==> config.mk <==
export PLATFORM = sky130hd
export DESIGN_NAME = vc_dequeue_arbiter
export DESIGN_NICKNAME = d
export VERILOG_FILES = /design/src/rtl/vc_dequeue_arbiter.sv
export SDC_FILE = /design/constraint.sdc
export NUM_CORES = 1
export LEC_CHECK = 0
export ABC_AREA = 1
export CORE_AREA = 2 2 51 53
export CTS_CLUSTER_DIAMETER = 60
export DETAILED_ROUTE_END_ITERATION = 8
export DIE_AREA = 0 0 53 55
export PLACE_DENSITY = 0.72
export SKIP_LAST_GASP = 1
export SLEW_MARGIN = 20
export SYNTH_ARGS = -nofsm -noshare
export SYNTH_HDL_FRONTEND = slang
export SYNTH_SLANG_ARGS = --single-unit
==> constraint.sdc <==
create_clock -name clk -period 1.2 [get_ports clk]
set_input_delay 0.18 -clock clk [delete_from_list [all_inputs] [get_ports clk]]
set_output_delay 0.18 -clock clk [all_outputs]
set_load 0.02 [all_outputs]
==> src/rtl/vc_dequeue_arbiter.sv <==
// Weighted round-robin dequeue of two virtual-channel FIFOs into one registered
// output slot with a valid/ready handshake toward the egress link.
module vc_dequeue_arbiter #(
    parameter int DATA_WIDTH = 6,
    parameter int W0         = 3,
    parameter int W1         = 1,
    parameter int CNT_W      = 4
) (
    input  logic                  clk,
    input  logic                  reset_L,
    input  logic                  vc0_empty,
    input  logic [DATA_WIDTH-1:0] vc0_data,
    output logic                  vc0_pop,
    input  logic                  vc1_empty,
    input  logic [DATA_WIDTH-1:0] vc1_data,
    output logic                  vc1_pop,
    input  logic                  out_ready,
    output logic                  out_valid,
    output logic [DATA_WIDTH-1:0] out_data,
    output logic                  out_vc,
    output logic                  idle
);

    typedef enum logic [1:0] {IDLE, SERVE0, SERVE1} state_t;

    // A zero weight still grants one word per turn.
    localparam logic [CNT_W-1:0] RELOAD0 = (W0 == 0) ? CNT_W'(1) : CNT_W'(W0);
    localparam logic [CNT_W-1:0] RELOAD1 = (W1 == 0) ? CNT_W'(1) : CNT_W'(W1);

    state_t           state, state_nxt;
    logic [CNT_W-1:0] credit, credit_nxt;
    logic             slot_free;
    logic             pop0, pop1;

    assign slot_free = !out_valid || out_ready;

    always_comb begin
        state_nxt  = state;
        credit_nxt = credit;
        pop0       = 1'b0;
        pop1       = 1'b0;
        case (state)
            IDLE: begin
                if (!vc0_empty) begin
                    state_nxt  = SERVE0;
                    credit_nxt = RELOAD0;
                end else if (!vc1_empty) begin
                    state_nxt  = SERVE1;
                    credit_nxt = RELOAD1;
                end
            end
            SERVE0: begin
                // Backpressure freezes the turn entirely, including its credit.
                if (!slot_free) begin
                    state_nxt = SERVE0;
                end else if (vc0_empty) begin
                    if (!vc1_empty) begin
                        state_nxt  = SERVE1;
                        credit_nxt = RELOAD1;
                    end else begin
                        state_nxt  = IDLE;
                        credit_nxt = '0;
                    end
                end else begin
                    pop0 = 1'b1;
                    if (credit > CNT_W'(1)) begin
                        credit_nxt = credit - CNT_W'(1);
                    end else if (!vc1_empty) begin
                        state_nxt  = SERVE1;
                        credit_nxt = RELOAD1;
                    end else begin
                        credit_nxt = RELOAD0;
                    end
                end
            end
            SERVE1: begin
                if (!slot_free) begin
                    state_nxt = SERVE1;
                end else if (vc1_empty) begin
                    if (!vc0_empty) begin
                        state_nxt  = SERVE0;
                        credit_nxt = RELOAD0;
                    end else begin
                        state_nxt  = IDLE;
                        credit_nxt = '0;
                    end
                end else begin
                    pop1 = 1'b1;
                    if (credit > CNT_W'(1)) begin
                        credit_nxt = credit - CNT_W'(1);
                    end else if (!vc0_empty) begin
                        state_nxt  = SERVE0;
                        credit_nxt = RELOAD0;
                    end else begin
                        credit_nxt = RELOAD1;
                    end
                end
            end
            default: begin
                state_nxt  = IDLE;
                credit_nxt = '0;
            end
        endcase
    end

    // Pops are gated by reset so the FIFOs never lose a word during reset.
    assign vc0_pop = pop0 && reset_L;
    assign vc1_pop = pop1 && reset_L;
    assign idle    = (state == IDLE) && !out_valid;

    always_ff @(posedge clk or negedge reset_L) begin
        if (!reset_L) begin
            state  <= IDLE;
            credit <= '0;
        end else begin
            state  <= state_nxt;
            credit <= credit_nxt;
        end
    end

    always_ff @(posedge clk or negedge reset_L) begin
        if (!reset_L) begin
            out_valid <= 1'b0;
            out_data  <= '0;
            out_vc    <= 1'b0;
        end else if (pop0) begin
            out_valid <= 1'b1;
            out_data  <= vc0_data;
            out_vc    <= 1'b0;
        end else if (pop1) begin
            out_valid <= 1'b1;
            out_data  <= vc1_data;
            out_vc    <= 1'b1;
        end else if (out_ready) begin
            out_valid <= 1'b0;
        end
    end

endmodule
Word level (Yosys, flattened, before mapping):

Index checks and enable logic that the tools add are counted.

* register bits after elaboration: 14
* bits of input ports: 17
* word-level logic and storage cells: 63

* $add $sub $neg: 1
* mux-type cells: 38
* magnitude comparators: 1
* reduce and logical (&&, ||, !) cells: 10
* equality and inequality tests: 8

Operator list (count)
* $mux 4: 8
* $mux 2: 13
* $mux 1: 13
* $mux 6: 2
* $ne 4x4->1 const B: 3
* $pmux 4 s3: 1
* $pmux 2 s3: 1
* $reduce_and 3->1: 2
* $gt 4x1->1 const B: 1
* $ne 2x2->1 const B: 2
* $sub 4x1->4 const B: 1
* $logic_and 1x1->1: 3
* $ne 3x3->1 const B: 1
* $reduce_bool 3->1: 1
* $eq 2x1->1 const B: 1
* $eq 2x2->1 const B: 1
* $logic_not 2->1: 1
* $reduce_bool 2->1: 1
* $logic_not 1->1: 1
* $logic_or 1x1->1: 1

Depth between registers and ports, before layout:

* depth after elaboration: 6
* depth in mapped cells: 10
* mapped depth without buffers: 10

Worst setup path before layout:

OpenSTA, ideal clock, no wires.

* path type: flip-flop to output port
* from: reg state[1]
* to: out vc0_pop
* data required time: 1020 ps
* stages on the path, launching flop included: 4
* buffers on the path: 0
* data arrival time: 1155 ps
* path slack: -135 ps
* cells stage by stage: dfrtp_1 nor3_2 nand2_2 nor2_1

* longest elaborated chain between the ends: 3

Ends and longest elaborated chain
* from (decl): RTL line 30 `state_t state, state_nxt;`
* from (signal assigned): RTL line 116 `state <= state_nxt;`
* $eq 2x1->1: RTL line 42 `case (state)`
* $mux 1: RTL line 42
* $logic_and 1x1->1: RTL line 107 `assign vc0_pop = pop0 && reset_L;`
* to (decl): RTL line 13 `output logic vc0_pop,`

Every way passes these cells.

Final worst setup path:

Same ends and word-level chain as after synthesis.

==> out/results.txt <==
part of the total power dissipated in the clock network -> 8.4%
area inside the core boundary -> 2365 µm²
largest net degree at the start of global routing -> 15
total leakage power -> 0.7711 nW
combined area of all synthesized cells -> 929.6 µm²
critical path required time -> 1.02 ns
total clock buffers created by CTS -> 3
Remaining DRCs -> 0
number of cells in the finished layout apart from fillers -> 213
Final ANT Viol Nets -> 0
number of unique standard cell types used by synthesis -> 23
Reg clk slew, reported paths -> 0.09 ns
Ports -> 28
synthesized flop and latch total -> 14
setup repair after global routing missed its margin -> yes
failing checks -> setup timing
portion of total power attributed to combinational logic -> 69.8%
Rows -> 18
Worst Setup End Kind -> primary output
YS warnings -> 0
aggregate global routing overflow -> 0
Vias -> 1,067
sw power -> 1.893 mW
leading post-synthesis cells by cell area -> sky130_fd_sc_hd__dfrtp_1 (38%), sky130_fd_sc_hd__nand2_1 (12%), sky130_fd_sc_hd__nand3_1 (7.0%)
status -> complete, but fails checks
NumNets Final -> 203
vertical die dimension -> 55 µm
TritonCTS Sinks -> 14
total wire length after detailed routing -> 2.755 mm
post-detailed-placement half-perimeter wirelength -> 1.984 mm
fraction of final layout cells with drive strength greater than 1 -> 48.63%
number of slew-limit violations in the final report -> 0
number of detailed-routing iterations run before antenna repair -> 4
weighted congestion at the end of routability-driven global placement -> 0.8795
largest buffer count on any clock path -> 2
Setup TNS -> -2.307 ns
port buffer count -> 27
initial cell density of the core -> 39.31%
Cell Int Power -> 2.179 mW
level count of the clock H-tree -> 1
Avg Inst Size Synth -> 7.497 µm²
post-synthesis sequential area ratio -> 37.69%
final setup fails -> 17
Synth top area share -> 37.69%
placed instance count -> 204
commonest non-fill, non-tap cells in the layout -> sky130_fd_sc_hd__buf_4 (28), sky130_fd_sc_hd__nand2_1 (25), sky130_fd_sc_hd__clkdlybuf4s50_1 (16)
leading cell type in the layout, fill and taps excluded -> sky130_fd_sc_hd__buf_4
Max Cap Viol -> 0
number of antenna violations at the first check in global routing -> 0
worst slew slack as a fraction of its limit -> 81.81%
cell accounting for the most synthesized area -> sky130_fd_sc_hd__dfrtp_1
net count after synthesis -> 143
Hold Violations, Final -> 0
WS Path Type -> flop to primary output
Seq pwr share -> 21.8%
most used flip-flop cell after synthesis -> sky130_fd_sc_hd__dfrtp_1
Area growth, synth to finish -> 74.56%
Total Routing Usage GR -> 20.96%
die area -> 2915 µm²
worst-margin pin slew -> 0.2722 ns
share of the clock period used by the worst path after layout -> 121.9%
number of flops mapped to enable cells by yosys -> 0
overall power -> 4.072 mW
cell count after synthesis -> 124
depth of the worst register-to-register path -> 7
worst min path class -> input pin to async pin
reg-to-reg critical path endpoint -> out_data[4]
worst-case register-to-register setup slack -> -0.16 ns
clock insertion delay at the later pin of the skew report -> 0.27 ns
skew final -> 0.0005885 ns
CTS tree -> built
total inserted antenna cells -> 0
Iteration-0 DRC Markers -> 8
Post-CTS Hold Buffers -> 0
switching part of the total -> 46.49%
arrival time of the worst setup path -> 1.28 ns
via count of the first global-routing pass -> 1,115
routed via count divided by cell count -> 5.009
CP max FO -> 4
Peak Freq -> 683.9 MHz
fin worst setup slack -> -0.2623 ns
first-pass GRT wire length -> 4.540 mm
average wire per cell in the routed design -> 12.93 µm
Pwr Density -> 2509 nW/µm²
width of the chip -> 53 µm
fin crit period -> 1.462 ns
Peak VDD IR -> 0.001467 V
FFs w/ async S/R, synth -> 100.0%
beginning of the worst register-to-register path -> state[1]
type of element launching the critical path -> flop
root buffer selected by CTS -> sky130_fd_sc_hd__clkbuf_4
## power by group through the flow
stage,clock [mW],sequential [mW],combinational [mW]
2_1_floorplan,0,1.01,1.19
3_3_place_gp,0,0.856,2.28
3_5_place_dp,0,0.866,2.34
4_1_cts,0.352,0.857,2.54
5_1_grt,0.365,0.912,3.11
6_report,0.341,0.888,2.84
## cell usage after synthesis (3+ instances only)
library cell and count:
sky130_fd_sc_hd__a21oi_1 6, sky130_fd_sc_hd__a22oi_2 3, sky130_fd_sc_hd__dfrtp_1 14, sky130_fd_sc_hd__inv_1 13
sky130_fd_sc_hd__inv_2 4, sky130_fd_sc_hd__nand2_1 30, sky130_fd_sc_hd__nand3_1 13, sky130_fd_sc_hd__nand4_1 3
sky130_fd_sc_hd__nor2_1 10, sky130_fd_sc_hd__nor2_2 3, sky130_fd_sc_hd__o211ai_1 3, sky130_fd_sc_hd__o21ai_1 5
sky130_fd_sc_hd__o21ai_2 4
## area by class of cell
cell class | instances | area, µm²
tap | 30 | 37.54
clock buffer | 4 | 36.28
inverter | 19 | 77.57
timing repair buffer | 55 | 470.5
sequential | 14 | 355.3
fill | 213 | 742.0
multi-input combinational | 91 | 645.6
## metal layers
| metal | wire [µm] | GRT usage, % | part of all wire, % |
|---|---|---|---|
| met1 | 1100 | 23.95 | 40 |
| met2 | 1508 | 40.63 | 55 |
| met3 | 137 | 2.957 | 5.0 |
| met4 | 10 | 5.983 | 0.36 |
| met5 | 0 | 0 | 0 |
## cell families after synthesis
family / Yosys count / share of synthesized area (%)
AOI/OAI and AO/OA: 23 / 17.50
and+or+nand+nor: 66 / 34.19
adders and majority gates: 2 / 2.691
buffers and inverters: 19 / 7.941
DFF: 14 / 37.69
## what timing repair did
| action | CTS | global route |
|---|---|---|
| pin swaps | 9 | 11 |
| endpoints found under the hold margin | 0 | 0 |
| resized for setup | 47 | 22 |
| setup endpoints to repair | 24 | 21 |
| buffers inserted | 4 | 2 |
## registers in the layout, indices dropped and copies added (netlist names)
name and cells:
out_vc 1, out_valid 1, credit 4, state 2, out_data 6
## how the worst max path moves through the flow
| stage | start | end | slack [ns] | cells after the start |
|---|---|---|---|---|
| after global routing | state[1] | vc0_pop | -0.31 | 4 |
| after floorplan | out_valid | vc1_pop | -0.05 | 3 |
| after CTS | state[0] | vc0_pop | -0.28 | 5 |
| final | state[1] | vc0_pop | -0.26 | 4 |
| after detailed placement | vc0_empty | vc0_pop | -0.63 | 5 |
| after global placement | vc0_empty | vc0_pop | -0.65 | 5 |
## stage by stage
| stage | utilization (%) | hold WS, ns | worst slack, ns | cell area, µm² |
|---|---|---|---|---|
| 3_5_place_dp | 60.53 | 0.4762 | -0.6312 | 1431 |
| 3_3_place_gp | 60.53 | 0.4668 | -0.6451 | 1431 |
| 2_1_floorplan | - | -0.1156 | -0.05024 | 950.9 |
| 4_1_cts | 65.08 | 0.2352 | -0.2847 | 1539 |
| 5_1_grt | 68.62 | 0.2519 | -0.3101 | 1623 |
| 6_report | 68.62 | 0.2362 | -0.2623 | 1623 |
## critical path, cell delays in order, from the launching register on
cell,delay [ns]
sky130_fd_sc_hd__dfrtp_2,0.47
sky130_fd_sc_hd__nor3_4,0.22
sky130_fd_sc_hd__nand2_2,0.08
sky130_fd_sc_hd__nor2_2,0.11
sky130_fd_sc_hd__buf_6,0.13
(Power assumes the default switching activity.)
